--- config.mk ---
export PLATFORM = sky130hd
export DESIGN_NAME = shifter_adc_reader
export DESIGN_NICKNAME = d
export VERILOG_FILES = /design/src/rtl/shifter_adc_reader.sv
export SDC_FILE = /design/constraint.sdc
export NUM_CORES = 1
export LEC_CHECK = 0
export ABC_AREA = 1
export CAP_MARGIN = 20
export CORE_ASPECT_RATIO = 2
export CORE_UTILIZATION = 30
export CTS_CLUSTER_SIZE = 10
export DETAILED_ROUTE_END_ITERATION = 8
export HOLD_SLACK_MARGIN = 0.05
export PLACE_DENSITY = 0.66
export SYNTH_ARGS = -nofsm -noshare
export SYNTH_HDL_FRONTEND = slang
export SYNTH_SLANG_ARGS = --single-unit
--- constraint.sdc ---
create_clock -name clock_clk -period 1.45 [get_ports clock_clk]
set_input_delay 0.29 -clock clock_clk [delete_from_list [all_inputs] [get_ports clock_clk]]
set_output_delay 0.29 -clock clock_clk [all_outputs]
set_load 0.01 [all_outputs]
--- src/rtl/shifter_adc_reader.sv ---
// shifter_adc_reader: Avalon-MM initiator that runs the ADC sequencer, waits for the sample-store IRQ,
// reads the result slots and streams each sample out.
module shifter_adc_reader #(
    parameter int NUM_SLOTS      = 2,
    parameter int SAMPLE_W       = 12,
    parameter int TIMEOUT_CYCLES = 65535
) (
    input  logic                clock_clk,
    input  logic                reset_sink_reset_n,
    input  logic                enable,
    output logic                sequencer_csr_address,
    output logic                sequencer_csr_read,
    output logic                sequencer_csr_write,
    output logic [31:0]         sequencer_csr_writedata,
    input  logic [31:0]         sequencer_csr_readdata,
    output logic [6:0]          sample_store_csr_address,
    output logic                sample_store_csr_read,
    output logic                sample_store_csr_write,
    output logic [31:0]         sample_store_csr_writedata,
    input  logic [31:0]         sample_store_csr_readdata,
    input  logic                sample_store_irq_irq,
    output logic [SAMPLE_W-1:0] sample_data,
    output logic [5:0]          sample_slot,
    output logic                sample_valid,
    output logic                frame_done,
    output logic                timeout_err
);
    localparam int CW = $clog2(TIMEOUT_CYCLES + 1);
    typedef enum logic [3:0] {IDLE, ARM, START, WAIT_IRQ, STOP, READ, CAPT, CLEAR, DONE} state_t;
    state_t state, state_nxt;
    logic [5:0] slot;
    logic [CW-1:0] cnt;
    logic timed_out, last_slot, unused;

    assign timed_out = cnt == CW'(TIMEOUT_CYCLES - 1);
    assign last_slot = slot == 6'(NUM_SLOTS - 1);
    assign unused = ^{sequencer_csr_readdata, sample_store_csr_readdata};

    always_ff @(posedge clock_clk or negedge reset_sink_reset_n) begin
        if (!reset_sink_reset_n) state <= IDLE;
        else                     state <= state_nxt;
    end

    always_comb begin
        state_nxt = IDLE;
        case (state)
            IDLE:     state_nxt = enable ? ARM : IDLE;
            ARM:      state_nxt = START;
            START:    state_nxt = WAIT_IRQ;
            WAIT_IRQ: state_nxt = sample_store_irq_irq ? READ : timed_out ? STOP : WAIT_IRQ;
            STOP:     state_nxt = IDLE;
            READ:     state_nxt = CAPT;
            CAPT:     state_nxt = last_slot ? CLEAR : READ;
            CLEAR:    state_nxt = DONE;
            DONE:     state_nxt = enable ? START : IDLE;
            default:  state_nxt = IDLE;
        endcase
    end

    // Sample outputs are registered so sample_valid lines up with the captured data.
    always_ff @(posedge clock_clk or negedge reset_sink_reset_n) begin
        if (!reset_sink_reset_n) begin
            slot         <= '0;
            cnt          <= '0;
            sample_data  <= '0;
            sample_slot  <= '0;
            sample_valid <= 1'b0;
            timeout_err  <= 1'b0;
        end else begin
            cnt          <= state == WAIT_IRQ ? cnt + 1'b1 : '0;
            sample_valid <= state == CAPT;
            if (state == IDLE && enable) timeout_err <= 1'b0;
            else if (state == WAIT_IRQ && !sample_store_irq_irq && timed_out) timeout_err <= 1'b1;
            if (state == WAIT_IRQ) slot <= '0;
            else if (state == CAPT && !last_slot) slot <= slot + 1'b1;
            if (state == CAPT) begin
                sample_data <= sample_store_csr_readdata[SAMPLE_W-1:0];
                sample_slot <= slot;
            end
        end
    end

    always_comb begin
        sequencer_csr_address      = 1'b0;
        sequencer_csr_read         = 1'b0;
        sequencer_csr_write        = state == START || state == STOP;
        sequencer_csr_writedata    = state == START ? 32'h3 : 32'h0;
        sample_store_csr_read      = state == READ;
        sample_store_csr_write     = state == ARM || state == CLEAR;
        sample_store_csr_address   = state == ARM ? 7'd64 : state == CLEAR ? 7'd65 : state == READ ? {1'b0, slot} : 7'd0;
        sample_store_csr_writedata = (state == ARM || state == CLEAR) ? 32'h1 : 32'h0;
        frame_done                 = state == DONE;
    end
endmodule
[After elaboration in Yosys (flattened, before gate mapping)]
Index checks and enable logic that the tools add are counted.
Word-level totals
  register bits: 46
  bits in latches: 0
  RAM bits: 0
  ROM bits: 0
  word-level logic and storage cells: 46
  memories: 0
Cells by class
  add/subtract/negate cells: 2
  $mul: 0
  divide/modulo/power cells: 0
  order comparisons: 0
  equality and inequality tests: 10
  shift operators: 0
  muxes and demuxes: 16
  bitwise gates (word level): 0
  reduce and logical (&&, ||, !) cells: 11
Operators by type and width (number)
  4-bit one-hot mux with 8 select lines: 1
  6-bit 2-to-1 mux: 3
  16-bit by 1-bit adder with 16-bit output, second input constant: 1
  16-bit equality test, second input constant: 1
  4-bit by 3-bit equality test with 1-bit output, second input constant: 4
  16-bit 2-to-1 mux: 1
  7-bit 2-to-1 mux: 2
  4-bit by 2-bit equality test with 1-bit output, second input constant: 2
  6-bit by 1-bit adder with 6-bit output, second input constant: 1
  6-bit by 1-bit equality test with 1-bit output, second input constant: 1
  2-bit 2-to-1 mux: 3
  3-bit 2-to-1 mux: 2
  4-bit by 1-bit equality test with 1-bit output, second input constant: 1
  4-bit equality test, second input constant: 1
  1-bit logical AND: 4
  4-bit logical NOT: 1
  1-bit 2-to-1 mux: 4
  2-bit nonzero test: 2
  1-bit logical NOT: 2
  1-bit logical OR: 2

[Longest topological paths before layout]
  depth in word-level cells: 5
  depth in mapped cells: 8

[Worst setup path after synthesis]
Ideal clock, no wire load.
  path type: register to output
  start: reg state[3]
  end: out sample_store_csr_address[0]
  arrival time: 1.069 ns
  required time: 1.160 ns
  setup slack: 0.091 ns
  cell stages (with the launch flop): 6
  path buffers: 0
  path through: dfrtp_1 -> inv_2 -> nand2_2 -> inv_1 -> nand3_1 -> o21ai_0
On the way
  word-level cells in the longest chain between the ends: 4
RTL lines
  from (decl): RTL line 30  | state_t state, state_nxt;
  from (signal assigned): RTL line 41  | else state <= state_nxt;
  4-bit by 3-bit equality test with 1-bit output: RTL line 90  | sample_store_csr_address = state == ARM ? 7'd64 : state == CLEAR ? 7'd65 : state == READ ? {1'b0, slot} : 7'd0 ...
  6-bit 2-to-1 mux: RTL line 90
  7-bit 2-to-1 mux: RTL line 90
  7-bit 2-to-1 mux (*): RTL line 90
  to (decl): RTL line 16  | output logic [6:0] sample_store_csr_address,
Mark *: on every way between the ends. The rest lies on a longest branch, timed or not.

[Worst setup path after layout]
Same ends and word-level chain as after synthesis.

==> results.py <==
metrics = {
    "floorplanning": {
        "die_w_um": 70.7,
        "coreArea_um2": 9070,
        "initial_core_util_pct": 31.2,
        "die_y_um": 139,
        "rows": 49,
        "dieArea_um2": 9870,
        "ios": 165,
    },
    "layout": {
        "syn_to_final_growth_pct": 38.1,
        "num-fill-cells": 870,
        "diodes": 0,
        "layout-drive-gt1-share_pct": 25.7,
        "final_common_cell": "nand2_1",
        "fin_area_um2": 3920,
        "layout_common_cells": "92 x nand2_1, 63 x conb_1, 46 x nor2_1, 46 x dfrtp_1, 30 x buf_4",
        "num-nets-final": 542,
    },
    "timing": {
        "hold_viol": 0,
        "finalCritPeriodShare_pct": 110,
        "finalSetupViolCount": 19,
        "fin_setup_tns_ps": -1750,
        "clock.fmax_mhz": 630,
        "rsz0062_at_grt": "yes",
        "period_needed_ps": 1590,
        "skew_ps": 4.86,
        "setup_slack_ps": -138,
        "holdWs_ps": 472,
        "maxSlewViolCount": 0,
    },
    "setup_path": {
        "crit_family": "buffers and inverters",
        "endpoint_kind": "primary output",
        "critPathSlowestCell": "dfrtp_1",
        "cpMostUsedCell": "inv_2",
        "arrival_ps": 1300,
        "cp_max_fo": 3,
        "path_cells": "inv_2 -> nand2_2 -> buf_6 -> nor2_4 -> inv_2 -> o21ai_1 -> buf_2",
        "critPathRequiredTime_ps": 1160,
        "worstPathBufferInverterCount": 4,
        "worstSetupPathType": "flip-flop to primary output",
        "cpPeakStageDelay_ps": 390,
        "crit_path_start_kind": "flip-flop",
    },
    "run_status": {
        "violations": "DRC, setup timing",
        "status": "finished, violations left",
    },
    "synthesis": {
        "syn_area_um2": 2840,
        "synthCells": 377,
        "synth_seq_cells": 46,
        "avgSynthCellArea_um2": 7.52,
        "yosysTopAreaCell": "dfrtp_1",
        "synthFlopType": "dfrtp_1",
        "synth_edf_count": 0,
        "yosys.area.top_type_share_pct": 40.6,
        "synthDistinctLibCells": 24,
        "synth_area_leaders": "dfrtp_1 41%, buf_4 18%, nand2_1 13%",
        "synthArstFlopShare_pct": 100,
        "ys_seq_area_share_pct": 40.6,
        "yosys_warnings": 0,
    },
    "routing": {
        "detail_route.vias_per_cell": 4.47,
        "post_drt_wl_per_cell_um": 12.4,
        "drtPass1Iterations": 8,
        "drc_errors": 16,
        "wirelength_mm": 7.13,
        "vias": 2560,
        "ant_nets": 0,
        "drt_iter0_drc": 52,
    },
    "grt": {
        "antenna_found_initial": 0,
        "grt_max_degree": 47,
        "grt_pass1_vias": 2488,
        "grt_pass1_wl_mm": 11.2,
        "grt_util_all_layers_pct": 14.5,
        "grt_overflow_total": 0,
    },
    "placement": {
        "place_ws_ps": -340,
        "dpl_cell_area_um2": 3410,
        "gp_congestion": 0.832,
        "portBuffers": 49,
        "place_hpwl_mm": 5.21,
    },
    "clock_tree": {
        "clkSinkCount": 46,
        "htree_levels": 2,
        "cts-buffers-inserted": 5,
        "clock-root-buffer": "clkbuf_16",
        "insertion_delay_ps": 290,
        "cts_buffer_depth": 2,
        "cts_tree": "yes",
        "cts.reportedPaths.clkPinSlew_ps": 60,
    },
    "worst_hold_path": {
        "min_path_type": "flip-flop to flip-flop",
    },
    "power_and_ir_drop": {
        "powerDensity_nw_per_um2": 1450,
        "leakagePower_nw": 1.97,
        "vdd_drop_max_mv": 1.32,
    },
    "job": {
        "cap_violations": 0,
    },
}
stage by stage:
stage	utilization [%]	total power, mW	instances
finish	43.1	5.67	573
CTS	41.2	5.38	571
global route	43.1	6.01	573
detailed placement	37.6	3.91	551
global placement	37.6	3.87	551
floorplan	-	2.89	439
synth_stat cells, types with 5 or more instances:
master	instances
a21oi_1	8
buf_4	67
dfrtp_1	46
inv_1	35
inv_2	5
nand2_1	99
nand3_1	19
nand4_1	6
nor2_1	53
o21ai_0	5
o21ai_2	5
tightest hold or removal path, cell delays in order, from the launching register on:
cell and delay [ps]:
dfrtp_1 350, nand2_1 50, nand2_1 40
flip-flops by register name, indices dropped and copies added, names as in the netlist:
| name | flops |
|---|---|
| slot | 6 |
| state | 4 |
| sample_slot | 6 |
| sample_data | 12 |
| cnt | 16 |
| sample_valid | 1 |
| timeout_err | 1 |
cells by family after synthesis:
| logic type | count (synthesis) | synth area share, % |
|---|---|---|
| simple gates | 187 | 27.1 |
| buf+inv | 111 | 24.2 |
| flops | 46 | 40.6 |
| compound gates | 24 | 5.03 |
| xor+xnor | 4 | 1.24 |
| fa+ha+maj | 4 | 1.77 |
| other cells | 1 | 0.132 |
power breakdown:
part | switching (mW) | internal, mW
registers | 0.168 | 1.55
logic | 1.44 | 1.27
clock network | 0.502 | 0.737
routing by layer:
layer  track usage (%)  share of wire [%]  vias up
li1                  -                  -     1216
met1              13.0                 33     1212
met2              29.5                 59      113
met3              1.96                4.0       19
met4              7.68                4.2        0
met5                 0                  0        -
cell type report:
type | count | area, µm² | area share [%]
clock buffers | 7 | 153 | 3.90
clock inverters | 1 | 8.76 | 0.224
inverters | 40 | 175 | 4.47
multi-input cells | 282 | 1420 | 36.2
flip-flops and latches | 46 | 1150 | 29.4
well taps | 102 | 128 | 3.26
repair buffers | 94 | 875 | 22.3
repair inverters | 1 | 6.26 | 0.160
final timing paths:
path,startpoint,end,slack [ps],depth (start not counted)
setup / recovery,state[3],sample_store_csr_address[0],-140,7
hold / removal,sample_slot[5],sample_slot[5],470,2
setup reg to reg,state[3],slot[3],-80,11
hold reg to reg,sample_slot[5],sample_slot[5],470,2
max in group asynchronous,reset_sink_reset_n,sample_data[0],740,3
min in group asynchronous,reset_sink_reset_n,sample_data[6],500,3
repair_timing:
action,4_1_cts,5_1_grt
cloned,1,2
setup endpoints to repair,63,51
hold buffers,1,0
resized for setup,116,41
hold endpoints to repair,46,0
buffers inserted,10,4
pin swaps,8,12
Note: power is estimated with default switching activity, not from simulation.
